$ cat config.mk
export PLATFORM = sky130hd
export DESIGN_NAME = pacman_draw_ctrl
export DESIGN_NICKNAME = d
export VERILOG_FILES = /design/src/rtl/pacman_pkg.sv /design/src/rtl/draw_pass_handshake.sv /design/src/rtl/pacman_draw_ctrl.sv
export SDC_FILE = /design/constraint.sdc
export NUM_CORES = 1
export LEC_CHECK = 0
export ABC_CLOCK_PERIOD_IN_PS = 1950
export CORE_MARGIN = 4
export CORE_UTILIZATION = 55
export DETAILED_ROUTE_END_ITERATION = 7
export DONT_BUFFER_PORTS = 1
export PLACE_DENSITY_LB_ADDON = 0.25
export SLEW_MARGIN = 5
export SYNTH_ARGS = -nofsm -noshare
export SYNTH_HDL_FRONTEND = slang
export SYNTH_SLANG_ARGS = --single-unit
$ cat constraint.sdc
create_clock -name clock -period 1.95 [get_ports clock]
set_clock_uncertainty 0.1 [all_clocks]
set_input_delay 0.39 -clock clock [delete_from_list [all_inputs] [get_ports clock]]
set_output_delay 0.39 -clock clock [all_outputs]
set_load 0.02 [all_outputs]
$ cat src/rtl/pacman_pkg.sv
// pacman_pkg: shared directions, controller states and screen/sprite geometry for the Pac-Man draw path
package pacman_pkg;
    localparam int SCREEN_W = 160;
    localparam int SCREEN_H = 120;
    localparam int SPRITE_W = 5;
    localparam int SPRITE_H = 5;
    localparam logic [7:0] X_MAX = 8'(SCREEN_W - SPRITE_W);
    localparam logic [6:0] Y_MAX = 7'(SCREEN_H - SPRITE_H);
    typedef enum logic [1:0] {UP, DOWN, LEFT, RIGHT} dir_t;
    typedef enum logic [2:0] {IDLE, ERASE_ARM, ERASE_RUN, DRAW_ARM, DRAW_RUN, ACK} ctrl_state_t;
endpackage

$ cat src/rtl/draw_pass_handshake.sv
// draw_pass_handshake: one drawer pass -- hides the stale done flag in the ARM cycle and runs the watchdog
module draw_pass_handshake #(
    parameter int TIMEOUT = 64
) (
    input  logic clock,
    input  logic reset,
    input  logic arm,
    input  logic run,
    input  logic done_print,
    output logic pass_done,
    output logic pass_timeout
);
    localparam int CNT_W = $clog2(TIMEOUT + 1);
    logic [CNT_W-1:0] cnt;
    // cycles spent in the current pass; the ARM cycle counts as the first one
    always_ff @(posedge clock)
        if (reset) cnt <= '0;
        else cnt <= arm ? CNT_W'(1) : run ? cnt + 1'b1 : '0;
    assign pass_done = run && done_print;
    assign pass_timeout = run && !done_print && cnt == CNT_W'(TIMEOUT - 1);
endmodule

$ cat src/rtl/pacman_draw_ctrl.sv
// pacman_draw_ctrl: erase-then-draw sequencer for the Pac-Man sprite drawers (erase pass built only with PACMAN_ERASE_EN)
module pacman_draw_ctrl
    import pacman_pkg::*;
#(
    parameter logic [7:0] START_X = 8'd78,
    parameter logic [6:0] START_Y = 7'd58,
    parameter int TIMEOUT = 64
) (
    input  logic       clock,
    input  logic       reset,
    input  logic       move_req,
    input  logic [1:0] move_dir,
    input  logic [7:0] move_x,
    input  logic [6:0] move_y,
    input  logic       done_print,
    output logic       draw_en,
    output logic [7:0] draw_x,
    output logic [6:0] draw_y,
    output logic [1:0] dir_sel,
    output logic       erase,
    output logic       busy,
    output logic       move_ack,
    output logic       err_timeout
);
`ifdef PACMAN_ERASE_EN
    localparam ctrl_state_t FIRST_ARM = ERASE_ARM;
`else
    localparam ctrl_state_t FIRST_ARM = DRAW_ARM;
`endif
    ctrl_state_t state, state_n;
    logic pend, accept, same, arm, run, commit, en_n, old_n;
    logic pass_done, pass_timeout;
    logic [7:0] cur_x, new_x, clamp_x;
    logic [6:0] cur_y, new_y, clamp_y;
    logic [1:0] cur_dir, new_dir;

    assign clamp_x = move_x > X_MAX ? X_MAX : move_x;
    assign clamp_y = move_y > Y_MAX ? Y_MAX : move_y;
    assign accept = state == IDLE && !pend && move_req;
    assign same = new_x == cur_x && new_y == cur_y && new_dir == cur_dir;
    assign arm = state == ERASE_ARM || state == DRAW_ARM;
    assign run = state == ERASE_RUN || state == DRAW_RUN;
    assign commit = state == DRAW_RUN && pass_done;

    draw_pass_handshake #(.TIMEOUT(TIMEOUT)) u_pass (
        .clock(clock),
        .reset(reset),
        .arm(arm),
        .run(run),
        .done_print(done_print),
        .pass_done(pass_done),
        .pass_timeout(pass_timeout)
    );

    // next state; IDLE spends one cycle with the latched target before deciding
    always_comb begin
        state_n = state;
        case (state)
            IDLE:      state_n = !pend ? IDLE : same ? ACK : FIRST_ARM;
`ifdef PACMAN_ERASE_EN
            ERASE_ARM: state_n = ERASE_RUN;
            ERASE_RUN: state_n = pass_done ? DRAW_ARM : pass_timeout ? IDLE : ERASE_RUN;
`endif
            DRAW_ARM:  state_n = DRAW_RUN;
            DRAW_RUN:  state_n = pass_done ? ACK : pass_timeout ? IDLE : DRAW_RUN;
            ACK:       state_n = IDLE;
            default:   state_n = IDLE;
        endcase
        en_n = state_n inside {ERASE_ARM, ERASE_RUN, DRAW_ARM, DRAW_RUN};
        old_n = state_n inside {IDLE, ERASE_ARM, ERASE_RUN};
    end

    // state, target/current position and registered outputs aligned with the new state
    always_ff @(posedge clock) begin
        if (reset) begin
            state <= IDLE;
            pend <= 1'b0;
            cur_x <= START_X;
            cur_y <= START_Y;
            cur_dir <= RIGHT;
            new_x <= START_X;
            new_y <= START_Y;
            new_dir <= RIGHT;
            draw_en <= 1'b0;
            draw_x <= START_X;
            draw_y <= START_Y;
            dir_sel <= RIGHT;
            busy <= 1'b0;
            move_ack <= 1'b0;
            err_timeout <= 1'b0;
        end else begin
            state <= state_n;
            pend <= accept;
            if (accept) {new_dir, new_x, new_y} <= {move_dir, clamp_x, clamp_y};
            if (commit) {cur_dir, cur_x, cur_y} <= {new_dir, new_x, new_y};
            draw_en <= en_n;
            draw_x <= old_n ? (commit ? new_x : cur_x) : new_x;
            draw_y <= old_n ? (commit ? new_y : cur_y) : new_y;
            dir_sel <= old_n ? (commit ? new_dir : cur_dir) : new_dir;
            busy <= state_n != IDLE || accept;
            move_ack <= state_n == ACK;
            err_timeout <= err_timeout || pass_timeout;
        end
    end

`ifdef PACMAN_ERASE_EN
    // erase flag follows the erase pass so the colour mux blanks the old sprite
    always_ff @(posedge clock)
        if (reset) erase <= 1'b0;
        else erase <= state_n inside {ERASE_ARM, ERASE_RUN};
`else
    assign erase = 1'b0;
`endif
endmodule

After elaboration in Yosys (flattened, before gate mapping)
Cells that the tools add are included.

Word-level logic and storage cells: 69. Output and inout bits: 22. Flip-flop bits (word level): 66. Input port bits: 21.

Reductions and logical operators: 20. Order comparisons: 2. Multiplexer cells: 15. Equal/unequal tests: 13. Bitwise logic cells: 1. Add/subtract/negate cells: 1.

Operator list (count): 2-to-1 mux 8 bit (3); 2-to-1 mux 7 bit (3); == test 3 x 2 -> 1 bit (second input constant) (4); 2-to-1 mux 3 bit (4); == test 3 bit (second input constant) (3); one-hot mux 3 bit (3 select lines) (1); == test 8 bit (1); greater-than comparator 8 bit (second input constant) (1); logical AND 1 bit (8); adder 7 x 1 -> 7 bit (second input constant) (1); == test 7 x 6 -> 1 bit (second input constant) (1); == test 7 bit (1); greater-than comparator 7 bit (second input constant) (1); == test 3 x 1 -> 1 bit (second input constant) (2); zero test 3 bit (2); nonzero test 3 bit (2); logical OR 1 bit (4); 2-to-1 mux 2 bit (2); nonzero test 4 bit (1); OR reduction 3 bit (1); == test 2 bit (1); zero test 1 bit (2); 2-to-1 mux 1 bit (2); inverter 1 bit (1).

Logic depth before layout (Yosys ltp)
Word-level depth: 10. Gate-level depth with buffers: 7. Depth with buffers taken out: 5.

Cells and area by module
From an unflattened synthesis, not the netlist that was laid out.

Cells, all modules: 328. Area total of the unflattened synthesis: 2717.6 um2.

Modules (own cells, without submodules): pacman_draw_ctrl (sequential area each 1181.1 um2, cells each 293, times used 1, area an instance 2421.1 um2); draw_pass_handshake (sequential area each 140.1 um2, cells each 35, times used 1, area an instance 296.5 um2).

Worst setup path after synthesis
No wires, ideal clock.

Kind: register to register. Start point: register u_pass.cnt[0]. End point: register draw_x[2]. Buffers on the path: 2. Arrival: 1.575 ns. Cell stages (with the launch flop): 8. Required time: 1.778 ns. Clock period less this slack: 1.747 ns. Library setup time: 0.072 ns. Setup slack: 0.203 ns. Cell sequence: dfxtp_1 -> ha_1 -> and3_1 -> a41oi_4 -> nor3_2 -> buf_6 -> buf_12 -> mux2i_1.

Longest elaborated chain between the ends: 8. Elaborated cells between the ends (all ways): 10. Classes of those cells: 3 x eq/ne; 4 x mux; 3 x reduce/logical.

RTL lines: start, declared (RTL line draw_pass_handshake.sv:14) `logic [CNT_W-1:0] cnt;`; start signal, assigned (RTL line draw_pass_handshake.sv:18) `else cnt <= arm ? CNT_W'(1) : run ? cnt + 1'b1 : '0;`; == test 7 x 6 -> 1 bit * (RTL line draw_pass_handshake.sv:20) `assign pass_timeout = run && !done_print && cnt == CNT_W'(TIMEOUT - 1);`; logical AND 1 bit * (RTL line draw_pass_handshake.sv:20); 2-to-1 mux 3 bit * (2 in series) (RTL line pacman_draw_ctrl.sv:65) `DRAW_RUN: state_n = pass_done ? ACK : pass_timeout ? IDLE : DRAW_RUN;`; one-hot mux 3 bit (3 select lines) * (RTL line pacman_draw_ctrl.sv:58) `case (state)`; == test 3 x 1 -> 1 bit, or another cell as far along (RTL line pacman_draw_ctrl.sv:70) `old_n = state_n inside {IDLE, ERASE_ARM, ERASE_RUN};`; nonzero test 3 bit * (RTL line pacman_draw_ctrl.sv:70); 2-to-1 mux 8 bit * (RTL line pacman_draw_ctrl.sv:97) `draw_x <= old_n ? (commit ? new_x : cur_x) : new_x;`; end signal, assigned (RTL line pacman_draw_ctrl.sv:97); end, declared (RTL line pacman_draw_ctrl.sv:17) `output logic [7:0] draw_x,`.

Mark *: on every way between the ends. The rest lies on a longest branch, timed or not. A chain may end at the register's enable or synchronous reset.

Final worst setup path
Start point: register u_pass.cnt[0]. End point: register dir_sel[1].

Longest elaborated chain between the ends: 8. Elaborated cells between the ends (all ways): 10. Classes of those cells: 3 x eq/ne; 4 x mux; 3 x reduce/logical.

RTL lines: == test 7 x 6 -> 1 bit * (RTL line draw_pass_handshake.sv:20); logical AND 1 bit * (RTL line draw_pass_handshake.sv:20); 2-to-1 mux 3 bit * (2 in series) (RTL line pacman_draw_ctrl.sv:65); one-hot mux 3 bit (3 select lines) * (RTL line pacman_draw_ctrl.sv:58); == test 3 x 1 -> 1 bit, or another cell as far along (RTL line pacman_draw_ctrl.sv:70); nonzero test 3 bit * (RTL line pacman_draw_ctrl.sv:70); 2-to-1 mux 2 bit * (RTL line pacman_draw_ctrl.sv:99) `dir_sel <= old_n ? (commit ? new_dir : cur_dir) : new_dir;`; end signal, assigned (RTL line pacman_draw_ctrl.sv:99); end, declared (RTL line pacman_draw_ctrl.sv:19) `output logic [1:0] dir_sel,`.

Marks and branches as above.

==> reports/metrics.cfg <==
[worst_setup_path]
critPathSlowestCell = dfxtp_1
required_ns = 2.10
end_kind = flop
path_cells = ha_1 -> and3_1 -> a41oi_4 -> nor3_4 -> buf_6 -> mux2i_1
max_stage_delay_ns = 0.38
cp_top_family = simple AND/OR/NAND/NOR gates
arrival_ns = 2.01
cp_max_fo = 8
crit_buf_inv = 1
critPathKind = reg2reg
start_kind = flop

[sta]
slew_viol_final = 0
hold_viol_final = 0
rsz0062_at_grt = no
finalSetupViolCount = 0
finalCritPeriodShare_pct = 95.12
timing.final.ws_setup_ns = 0.09512
finalCriticalPeriod_ns = 1.855
tns_ns = 0
fmax_mhz = 539.1

[clock_network]
cts_hold_buffers = 0
h-tree-depth = 3
postCtsSetupRepairBufs = 0
cts_tree = yes
clkSlewWorstSetupHoldPaths_ns = 0.07
cts_resized = 0
cts.path.max_buffers = 2
clock_latency_ns = 0.33
clock_sinks = 66
root_buffer = clkbuf_8
cts_buffers = 9

[placed_design]
pre_cts_ws_ns = 0.08857
dp_hpwl_mm = 4.128
portBuffers = 0
gp_congestion = 0.7823

[routing]
drt-pass1-iter-count = 4
wl_per_cell_um = 14.83
drt_iter0_drc = 103
drc = 0
routed_wl_mm = 5.918
avgViaCountPerCell = 5.383
vias = 2148
ant_nets = 0

[synthesis]
async_reset_ff_share_pct = 0
ys_ff_latch = 66
synth-main-ff-cell = dfxtp_1
syn_area_per_cell_um2 = 8.536
synth.top_cell.area_share_pct = 47.48
synthesis.area_um2 = 2783
synthTopCellsByArea = dfxtp_1, nand2_1, mux2i_1, xor2_1, nor2_1
syn_inst = 326
seq_area_frac_synth_pct = 47.48
ys_warn_count = 0
synth_edf_count = 0
yosysUniqueCellTypes = 41
syn_nets = 348
yosysMostFrequentCell = nand2_1
synth.largest_area_cell = dfxtp_1
ys_top_cells_by_count = nand2_1, dfxtp_1, nor2_1

[die]
num_rows = 25
start_util_pct = 57.77
io-pin-count = 43
die_w_um = 79.13
die_h_um = 79.13
core_area_um2 = 4817
dieArea_um2 = 6262

[power_and_ir_drop]
p_int_w = 0.001976
pwr-share-seq_pct = 54.7
p_leak_nw = 1.281
ir_worst_vdd_mv = 0.4990
p_switching_w = 0.0007225
switching_share_pct = 26.77
clockPowerShare_pct = 34.6
cellPowerDensity_nw_per_um2 = 898.8
combPwrFrac_pct = 10.7

[finish]
ff_latch_area_um2 = 1321
multi_input_area_um2 = 1340
drive_gt1_share_pct = 8.434
nets = 350
n_antenna_cell = 0
area_growth_pct = 7.914
num-fill-cells = 459

[global_routing]
antenna_found_initial = 0
track_usage_pct = 20.64
grt_pass1_vias = 2046
grt_start_max_net_pins = 41
grt_first_pass_wirelength_mm = 9.839
grt-ovfl-total = 0

[worst_hold_path]
hold_class = in2reg

[status]
status = complete, no violations

[job]
drv_cap = 0

[flip-flops by register name (all words and copies together), names as in the netlist, 3 cells and up]
name / cells
state: 3
draw_x: 8
new_x: 8
new_y: 7
draw_y: 7
u_pass.cnt: 7
cur_x: 8
cur_y: 7
[layout by cell type, fill, tap and decap left out, types with 2 or more instances in the layout]
| cell | count |
|---|---|
| and3_1 | 5 |
| mux2i_1 | 18 |
| o2bb2ai_1 | 2 |
| dfxtp_1 | 66 |
| o21ai_0 | 7 |
| a21oi_1 | 16 |
| xor2_1 | 18 |
| clkbuf_8 | 9 |
| buf_4 | 7 |
| clkinv_2 | 4 |
| nand3_1 | 22 |
| nor4_1 | 4 |
| nand2_1 | 74 |
| nor3_1 | 5 |
| clkbuf_1 | 2 |
| inv_1 | 3 |
| nand3b_1 | 2 |
| nor2_1 | 40 |
| buf_6 | 2 |
| xnor2_1 | 5 |
[final timing paths]
check           startpoint     endpoint  slack, ns  cells past startpoint
min reg2reg       cur_x[5]     cur_x[5]       0.38                      2
min                  reset  err_timeout       0.02                      1
max          u_pass.cnt[0]   dir_sel[1]        0.1                      6
max reg2reg  u_pass.cnt[0]   dir_sel[1]        0.1                      6
[through the flow]
stage,cells,hold slack (ns),util [%],area (um2),total power (W)
CTS,399,0.008186,62.18,2995,0.002718
global placement,384,0.3624,59.04,2844,0.001785
detailed placement,384,0.3681,59.04,2844,0.001792
global route,399,0.003702,62.34,3003,0.002821
finish,399,0.02085,62.34,3003,0.002699
floorplan,326,0.3611,-,2783,0.001733
[layout make-up]
| type | instances | area share [%] |
|---|---|---|
| Multi-Input combinational cell | 238 | 44.63 |
| Sequential cell | 66 | 44.00 |
| Clock buffer | 11 | 4.375 |
| Timing Repair Buffer | 10 | 3.167 |
| Tap cell | 67 | 2.792 |
| Clock inverter | 4 | 0.6667 |
| Inverter | 3 | 0.3750 |
[power groups by stage]
stage	Combinational [W]	Sequential (W)	Clock [W]
4_1_cts	0.000287	0.00148	0.000956
6_report	0.000289	0.00148	0.000934
3_3_place_gp	0.000280	0.00151	0
2_1_floorplan	0.000246	0.00149	0
3_5_place_dp	0.000286	0.00151	0
5_1_grt	0.000320	0.00148	0.00102
[metal layers]
layer / vias to the layer above / wire [um] / global-route usage (%) / part of all wire, %
met1: 992 / 2690 / 25.59 / 45
met2: 53 / 2715 / 32.24 / 46
met4: 0 / 59 / 7.216 / 1.0
li1: 1097 / - / - / -
met5: - / 0 / 0 / 0
met3: 6 / 453 / 8.617 / 7.7
[logic make-up after synthesis]
| family | count (synthesis) | synth area share, % |
|---|---|---|
| other | 1 | 0.1348 |
| and+or+nand+nor | 158 | 24.60 |
| xor gates and xnor gates | 23 | 7.239 |
| buffers and inverters | 22 | 4.586 |
| AOI/OAI and AO/OA | 37 | 9.039 |
| DFF | 66 | 47.48 |
| adders and majority gates | 1 | 0.4496 |
| muxes | 18 | 6.475 |
Note: power is estimated with default switching activity, not from simulation.
